$ cat src/rtl/ne_thresh_detect_pkg.sv
// Shared types and constants for the NE threshold detector: FSM state encoding,
// default widths and the minimum persistence count.
package ne_thresh_detect_pkg;

    localparam int DEF_DATA_W = 40;
    localparam int DEF_CNT_W  = 4;

    // A programmed count of zero behaves as this value.
    localparam int MIN_CNT = 1;

    typedef enum logic [1:0] {
        ST_IDLE      = 2'd0,
        ST_ARMING    = 2'd1,
        ST_ACTIVE    = 2'd2,
        ST_RELEASING = 2'd3
    } ne_state_t;

endpackage

$ cat src/rtl/ne_persist_cnt.sv
// Saturating persistence counter with clear, load-one and increment controls.
// cnt_inc presents the saturated next value so the FSM can compare ahead.
module ne_persist_cnt
    import ne_thresh_detect_pkg::*;
#(
    parameter int CNT_W = DEF_CNT_W
) (
    input  logic             clk,
    input  logic             rst,
    input  logic             clear,
    input  logic             load_one,
    input  logic             incr,
    output logic [CNT_W-1:0] cnt,
    output logic [CNT_W-1:0] cnt_inc
);

    assign cnt_inc = (&cnt) ? cnt : cnt + CNT_W'(1);

    always_ff @(posedge clk or negedge rst) begin
        if (!rst) begin
            cnt <= '0;
        end else if (clear) begin
            cnt <= '0;
        end else if (load_one) begin
            cnt <= CNT_W'(1);
        end else if (incr) begin
            cnt <= cnt_inc;
        end
    end

endmodule

$ cat src/rtl/ne_thresh_detect.sv
// NE threshold detector with on/off persistence hysteresis.
// Optional peak capture is enabled by defining NE_PEAK_CAPTURE_EN.
module ne_thresh_detect
    import ne_thresh_detect_pkg::*;
#(
    parameter int DATA_W = DEF_DATA_W,
    parameter int CNT_W  = DEF_CNT_W
) (
    input  logic                     clk,
    input  logic                     rst,
    input  logic                     en,
    input  logic signed [DATA_W-1:0] din,
    input  logic                     din_valid,
    input  logic signed [DATA_W-1:0] thresh,
    input  logic [CNT_W-1:0]         on_cnt,
    input  logic [CNT_W-1:0]         off_cnt,
    output logic                     detect,
    output logic                     event_pulse,
    output logic                     dout_valid,
    output logic signed [DATA_W-1:0] peak
);

    ne_state_t        state, state_nxt;
    logic             accept, above, event_start;
    logic             cnt_clear, cnt_load_one, cnt_incr;
    logic [CNT_W-1:0] cnt, cnt_inc, on_eff, off_eff;

    assign accept  = ~en & din_valid;
    assign above   = din > thresh;
    assign on_eff  = (on_cnt == '0)  ? CNT_W'(MIN_CNT) : on_cnt;
    assign off_eff = (off_cnt == '0) ? CNT_W'(MIN_CNT) : off_cnt;

    ne_persist_cnt #(.CNT_W(CNT_W)) u_cnt (
        .clk      (clk),
        .rst      (rst),
        .clear    (cnt_clear),
        .load_one (cnt_load_one),
        .incr     (cnt_incr),
        .cnt      (cnt),
        .cnt_inc  (cnt_inc)
    );

    // Comparing with >= lets a lowered on/off count take effect on the next sample.
    always_comb begin
        state_nxt    = state;
        cnt_clear    = 1'b0;
        cnt_load_one = 1'b0;
        cnt_incr     = 1'b0;
        event_start  = 1'b0;
        if (accept) begin
            case (state)
                ST_IDLE: begin
                    if (above) begin
                        if (on_eff == CNT_W'(MIN_CNT)) begin
                            state_nxt   = ST_ACTIVE;
                            cnt_clear   = 1'b1;
                            event_start = 1'b1;
                        end else begin
                            state_nxt    = ST_ARMING;
                            cnt_load_one = 1'b1;
                        end
                    end
                end
                ST_ARMING: begin
                    if (!above) begin
                        state_nxt = ST_IDLE;
                        cnt_clear = 1'b1;
                    end else if (cnt_inc >= on_eff) begin
                        state_nxt   = ST_ACTIVE;
                        cnt_clear   = 1'b1;
                        event_start = 1'b1;
                    end else begin
                        cnt_incr = 1'b1;
                    end
                end
                ST_ACTIVE: begin
                    if (!above) begin
                        if (off_eff == CNT_W'(MIN_CNT)) begin
                            state_nxt = ST_IDLE;
                            cnt_clear = 1'b1;
                        end else begin
                            state_nxt    = ST_RELEASING;
                            cnt_load_one = 1'b1;
                        end
                    end
                end
                ST_RELEASING: begin
                    if (above) begin
                        state_nxt = ST_ACTIVE;
                        cnt_clear = 1'b1;
                    end else if (cnt_inc >= off_eff) begin
                        state_nxt = ST_IDLE;
                        cnt_clear = 1'b1;
                    end else begin
                        cnt_incr = 1'b1;
                    end
                end
                default: begin
                    state_nxt = ST_IDLE;
                    cnt_clear = 1'b1;
                end
            endcase
        end
    end

    // Strobes are rebuilt every cycle so they never stick while en freezes the FSM.
    always_ff @(posedge clk or negedge rst) begin
        if (!rst) begin
            state       <= ST_IDLE;
            detect      <= 1'b0;
            event_pulse <= 1'b0;
            dout_valid  <= 1'b0;
        end else begin
            state       <= state_nxt;
            detect      <= (state_nxt == ST_ACTIVE) || (state_nxt == ST_RELEASING);
            event_pulse <= event_start;
            dout_valid  <= accept;
        end
    end

`ifdef NE_PEAK_CAPTURE_EN
    logic signed [DATA_W-1:0] peak_q;

    always_ff @(posedge clk or negedge rst) begin
        if (!rst) begin
            peak_q <= '0;
        end else if (accept) begin
            if (event_start) begin
                peak_q <= din;
            end else if (((state == ST_ACTIVE) || (state == ST_RELEASING)) && (din > peak_q)) begin
                peak_q <= din;
            end
        end
    end

    assign peak = peak_q;
`else
    assign peak = '0;
`endif

endmodule
$ cat config.mk
export PLATFORM = sky130hd
export DESIGN_NAME = ne_thresh_detect
export DESIGN_NICKNAME = d
export VERILOG_FILES = /design/src/rtl/ne_thresh_detect_pkg.sv /design/src/rtl/ne_persist_cnt.sv /design/src/rtl/ne_thresh_detect.sv
export SDC_FILE = /design/constraint.sdc
export NUM_CORES = 1
export LEC_CHECK = 0
export BUFFER_PORTS_ARGS = -buffer_cell sky130_fd_sc_hd__buf_2
export CAP_MARGIN = 0
export CELL_PAD_IN_SITES_DETAIL_PLACEMENT = 1
export CELL_PAD_IN_SITES_GLOBAL_PLACEMENT = 1
export CORE_ASPECT_RATIO = 1.1
export CORE_UTILIZATION = 32
export CTS_CLUSTER_DIAMETER = 100
export DETAILED_ROUTE_END_ITERATION = 7
export PLACE_DENSITY_LB_ADDON = 0.1
export REMOVE_ABC_BUFFERS = 1
export SETUP_SLACK_MARGIN = 0.02
export SLEW_MARGIN = 20
export SYNTH_ARGS = -nofsm -noshare
export SYNTH_HDL_FRONTEND = slang
export SYNTH_SLANG_ARGS = --single-unit
export TNS_END_PERCENT = 30
$ cat constraint.sdc
create_clock -name clk -period 8.04 [get_ports clk]
set_input_delay 0.402 -clock clk [delete_from_list [all_inputs] [get_ports clk]]
set_output_delay 0.402 -clock clk [all_outputs]
set_load 0.03 [all_outputs]
# Word-level counts from Yosys, hierarchy flattened
# Index checks and enable logic that the tools add are counted.
# Widths: inputs -> output; s select.
dict set report op_classes {
  n_addsub 1
  n_lt_le_gt_ge 3
  eq_ne 7
  mux 41
  bitwise_logic 2
  n_reduce_logical 6
}
# op count
set ops {}
lappend ops {{$gt 40x40->1} 1}
lappend ops {{$mux 4} 6}
lappend ops {{$mux 1} 21}
lappend ops {{$mux 2} 9}
lappend ops {{$eq 2x2->1 const B} 4}
lappend ops {{$eq 4x1->1 const B} 2}
lappend ops {{$ge 4x4->1} 2}
lappend ops {{$logic_not 4->1} 2}
lappend ops {{$pmux 2 s4} 1}
lappend ops {{$pmux 1 s2} 3}
lappend ops {{$add 4x1->4 const B} 1}
lappend ops {{$pmux 1 s4} 1}
lappend ops {{$reduce_and 4->1} 1}
lappend ops {{$reduce_bool 3->1} 1}
lappend ops {{$eq 2x1->1 const B} 1}
lappend ops {{$logic_not 2->1} 1}
lappend ops {{$and 1x1->1} 1}
lappend ops {{$logic_or 1x1->1} 1}
lappend ops {{$not 1->1} 1}
dict set report word_totals {
  regBits 9
  input_bits 92
  output_inout_bits 43
  word_cells 65
}

# Longest topological paths before layout
dict set report logic_depth {
  ltp_word 10
  mapped_depth 14
  depth_no_buf 14
}

# Hierarchy
# From an unflattened synthesis, not the netlist that was laid out.
dict set report hier_totals {
  cells_unflattened 287
  area_unflattened_um2 2190.9
}
# mod n_inst cells_each area_each_um2 seq_area_each_um2
set by_module_without_submodules {}
lappend by_module_without_submodules {ne_thresh_detect 1 255 1918.1 125.1}
lappend by_module_without_submodules {ne_persist_cnt 1 32 272.8 100.1}

# Worst setup path before layout
# Ideal clock, no wire load.
dict set report synth_path {
  path_type {register to register}
  from {register u_cnt.cnt[0]}
  to {register u_cnt.cnt[0]}
  setup_ns 0.081
  t_arrival_ns 2.708
  t_required_ns 7.959
  slack_ns 5.251
  path_stages_with_launch 15
  path_buffers 0
  period_less_slack_ns 2.789
  cell_sequence {dfrtp_1 -> ha_1 -> nand3_1 -> inv_1 -> a21boi_0 -> inv_1 -> ha_1 -> a21o_1 -> a21o_1 -> a21oi_1 -> nand2_1 -> nor3_1 -> mux2i_1 -> or3_1 -> a31oi_2}
}
dict set report synth_between {
  elab_chain_cells 8
  word_cells_on_any_way 21
  cone_classes {add/sub (1); order compare (2); mux (16); reduce/logical (2)}
}
# element line_no
set synth_lines {}
lappend synth_lines {{start, declared} ne_persist_cnt.sv:13} ;# output logic [CNT_W-1:0] cnt,
lappend synth_lines {{start signal, assigned} ne_persist_cnt.sv:27} ;# cnt <= cnt_inc;
lappend synth_lines {{$add 4x1->4 / $reduce_and 4->1 (equally long branches)} ne_persist_cnt.sv:17} ;# assign cnt_inc = (&cnt) ? cnt : cnt + CNT_W'(1);
lappend synth_lines {{$mux 4 *} ne_persist_cnt.sv:17}
lappend synth_lines {{$ge 4x4->1, on equally long branches} {ne_thresh_detect.sv:91, ne_thresh_detect.sv:68}}
lappend synth_lines {{$mux 1, on equally long branches} {ne_thresh_detect.sv:91, ne_thresh_detect.sv:68}}
lappend synth_lines {{$mux 1, on equally long branches} {ne_thresh_detect.sv:88, ne_thresh_detect.sv:65}}
lappend synth_lines {{$pmux 1 s4 / $pmux 1 s2 (equally long branches)} ne_thresh_detect.sv:51} ;# case (state)
lappend synth_lines {{$mux 1} ne_thresh_detect.sv:50} ;# if (accept) begin
lappend synth_lines {{$reduce_bool 3->1 (no source line) / $mux 4 (equally long branches)} n/a}
# Every way passes the cells marked *; elsewhere a longest branch is shown, timed or not. The select of a mux whose other input is x is not followed.
# A chain may end at the register's enable or synchronous reset.

# Final worst setup path
# Ends and elaborated chain as after synthesis.

==> out/qor.log <==
INFO  outcome        status=finished, final reports clean
INFO  synthesis      synth-main-ff-cell=dfrtp_1
INFO  pwr            power_density=129nW/um^2
INFO  floorplan      start_util=0.333
INFO  layout         synthToLayoutAreaGrowth=20.5%
INFO  cts            clock-sinks=9
INFO  synthesis      post_synth_most_frequent_cells=inv_1 (55), ha_1 (49), buf_4 (40)
INFO  synthesis      post_synth.cell_area_avg=7.86squm
INFO  flow_run       maxCapViolations=0
INFO  cts            clockBufferDepth=2
INFO  pwr            p_leak=1.58nW
INFO  worst_setup_path crit_start=u_cnt.cnt[0]
INFO  layout         finish.net_count=517
INFO  floorplan      coreArea=6630squm
INFO  worst_setup_path critPathKind=reg -> reg
INFO  grt            grtUsageTotal=0.140
INFO  pwr            peakVddDrop=0.0000541V
INFO  timing         finalWorstSetupSlack=4.92ns
INFO  routing        drt-initial-drc-count=43
INFO  timing         final_max_slew_viol_count=0
INFO  min_path       hold_class=in -> async
INFO  place          post_place_cell_area=2620squm
INFO  worst_setup_path reg2reg_to=u_cnt.cnt[0]
INFO  timing         layout_worst_path_cycle_share=0.388
INFO  worst_setup_path reg2regPathDepth=14
INFO  floorplan      die_y=89.1um
INFO  floorplan      die-area=7240squm
INFO  synthesis      yosys_warnings=0
INFO  timing         max_freq=320MHz
INFO  floorplan      row_count=31
INFO  timing         tns_setup=0ns
INFO  timing         final_hold_viol_count=0
INFO  worst_setup_path worstPathMaxFanout=6
INFO  cts            clk_pin_slew=0.04ns
INFO  routing        routedWlPerCell=10.7um
INFO  cts            htree_levels=1
INFO  synthesis      netlist.top_cell.by_area=ha_1
INFO  synthesis      netlist_top_cells_area=ha_1 (28%), buf_4 (14%), dfrtp_1 (10%)
INFO  grt            grt_max_degree=11
INFO  place          port_buffers=94
INFO  worst_setup_path critical_path_at=3.27ns
INFO  worst_setup_path reg2reg_from=u_cnt.cnt[0]
INFO  worst_setup_path critPathLaunchType=register
INFO  floorplan      pin_count=135
INFO  cts            post-cts-setup-buffer-count=0
INFO  cts            cts_tree=done
INFO  timing         clock_skew=0.00187ns
INFO  floorplan      die_x_extent=81.2um
INFO  cts            clk-insertion-delay-late=0.23ns
INFO  timing         rsz_0062_raised_after_global_routing=false
INFO  layout         post-route-util=0.401
INFO  worst_setup_path critPathCapture=u_cnt.cnt[0]
INFO  cts            cts.root.buffer_cell=clkbuf_8
INFO  synthesis      synth_area=2210squm
INFO  layout         finish.instance_area=2660squm
INFO  synthesis      yosysTopAreaCellShare=0.278
INFO  grt            antenna_violations_before_repair=0
INFO  synthesis      async_reset_ff_frac=1.00
INFO  grt            first_pass_grt_wire_length=8.14mm
INFO  layout         layout-drive-gt1-share=0.315
INFO  place          routabilityCongestion=0.734
INFO  place          place_worst_setup_slack=4.83ns
INFO  cts            cts_resized=0
INFO  synthesis      postSynthCellCount=281
INFO  synthesis      ys_seq_elements=9
INFO  worst_setup_path worst_setup_path_end_kind=register
INFO  routing        viasPerCell=4.52
INFO  worst_setup_path crit_required=8.19ns
INFO  grt            vias_in_the_first_global_route=2008
INFO  synthesis      most_frequently_used_cell_type_in_the_post_synthesis_netlist=inv_1
INFO  routing        finalWirelength=4.91mm
INFO  routing        drt_drc=0
INFO  grt            congestion_overflow_gr=0
INFO  synthesis      ys_types=54
INFO  layout         filler_cell_count=881
INFO  routing        dr.pass1.iters=4
INFO  synthesis      synth_edf_count=0
INFO  routing        num_vias=2065
INFO  cts            cts_inserted_buffers=3
INFO  timing         finalSetupViolations=0
INFO  routing        detail-route-antenna-nets=0
INFO  worst_setup_path rrSetupSlack=4.92ns
INFO  layout         antenna_cells_inserted=0
INFO  cts            cts_hold_repair.buffers=0
INFO  timing         final.hold.worst_slack=0.00754ns
INFO  place          dp_hpwl=4.57mm
INFO  timing         final_period_minus_worst_setup_slack=3.12ns
INFO  synthesis      ys_seq_area_frac=0.102
## routing by layer
metal	up-vias	routed length [um]	GRT usage
met5	-	0	0
met4	0	0	0.0195
met3	0	287	0.0245
met2	68	2520	0.268
met1	923	2100	0.164
li1	1074	-	-
## critical path: stages, from the launching register on
cell and delay [ns]:
dfrtp_1 0.43, ha_1 0.27, nand3_1 0.15, inv_1 0.08, a21boi_0 0.26, inv_1 0.11
ha_1 0.28, a21o_1 0.15, a21o_1 0.16, a21oi_1 0.21, nand3_1 0.13, nor2_1 0.13
mux2i_1 0.15, or3_1 0.35, a31oi_2 0.16
## cell type report
| class | instances | area, sq um | share of cell area |
|---|---|---|---|
| clock buffers | 4 | 45.0 | 0.0169 |
| inverters | 55 | 206 | 0.0776 |
| multi-input cells | 213 | 1610 | 0.605 |
| flip-flops and latches | 9 | 225 | 0.0847 |
| well taps | 82 | 103 | 0.0386 |
| repair buffers | 94 | 470 | 0.177 |
## cells by family (layout without fill, tap and decap cells)
| family | count (synthesis) | count (layout) | synth area share |
|---|---|---|---|
| AOI/OAI and AO/OA | 50 | 50 | 0.179 |
| xor gates and xnor gates | 1 | 1 | 0.00397 |
| adders and majority gates | 49 | 49 | 0.278 |
| buffers and inverters | 98 | 153 | 0.235 |
| DFF | 9 | 9 | 0.102 |
| muxes | 2 | 2 | 0.00907 |
| other | 1 | 40 | 0.00170 |
| and+or+nand+nor | 71 | 71 | 0.192 |
## metrics by stage
stage	power, mW	cells
2_1_floorplan	0.235	277
3_3_place_gp	0.290	453
3_5_place_dp	0.297	453
4_1_cts	0.350	457
5_1_grt	0.386	457
6_report	0.344	457
## cells in the final DEF (no fill, tap or decap), types with 3 or more instances in the layout
master / n
a21o_1: 6
a21oi_1: 18
buf_2: 94
clkbuf_8: 3
conb_1: 40
dfrtp_1: 9
ha_1: 49
inv_1: 55
nand2_1: 17
nand2b_1: 4
nand3_1: 7
nand4_1: 8
nor2_1: 8
nor3_1: 6
o21ai_0: 3
## state kept, by name, indices dropped and copies added, names as in the netlist
| signal | flops |
|---|---|
| detect | 1 |
| u_cnt.cnt | 4 |
| event_pulse | 1 |
| dout_valid | 1 |
| state | 2 |
## how the worst min path moves through the flow
stage                     start            to  slack [ns]  cells past startpoint
final                       rst        detect       0.008                      1
after CTS                   rst  u_cnt.cnt[3]       0.006                      1
after floorplan             rst        detect        0.11                      0
after global routing        rst        detect       0.005                      1
after detailed placement    rst  u_cnt.cnt[3]        0.26                      1
after global placement      rst  u_cnt.cnt[3]        0.27                      1
## power breakdown
part / internal [mW] / total, mW / switching (mW)
Combinational: 0.0934 / 0.216 / 0.123
Clock: 0.0345 / 0.0517 / 0.0172
Sequential: 0.0571 / 0.0757 / 0.0186
Total: 0.185 / 0.344 / 0.159
Power figures use the tool's default switching activity.
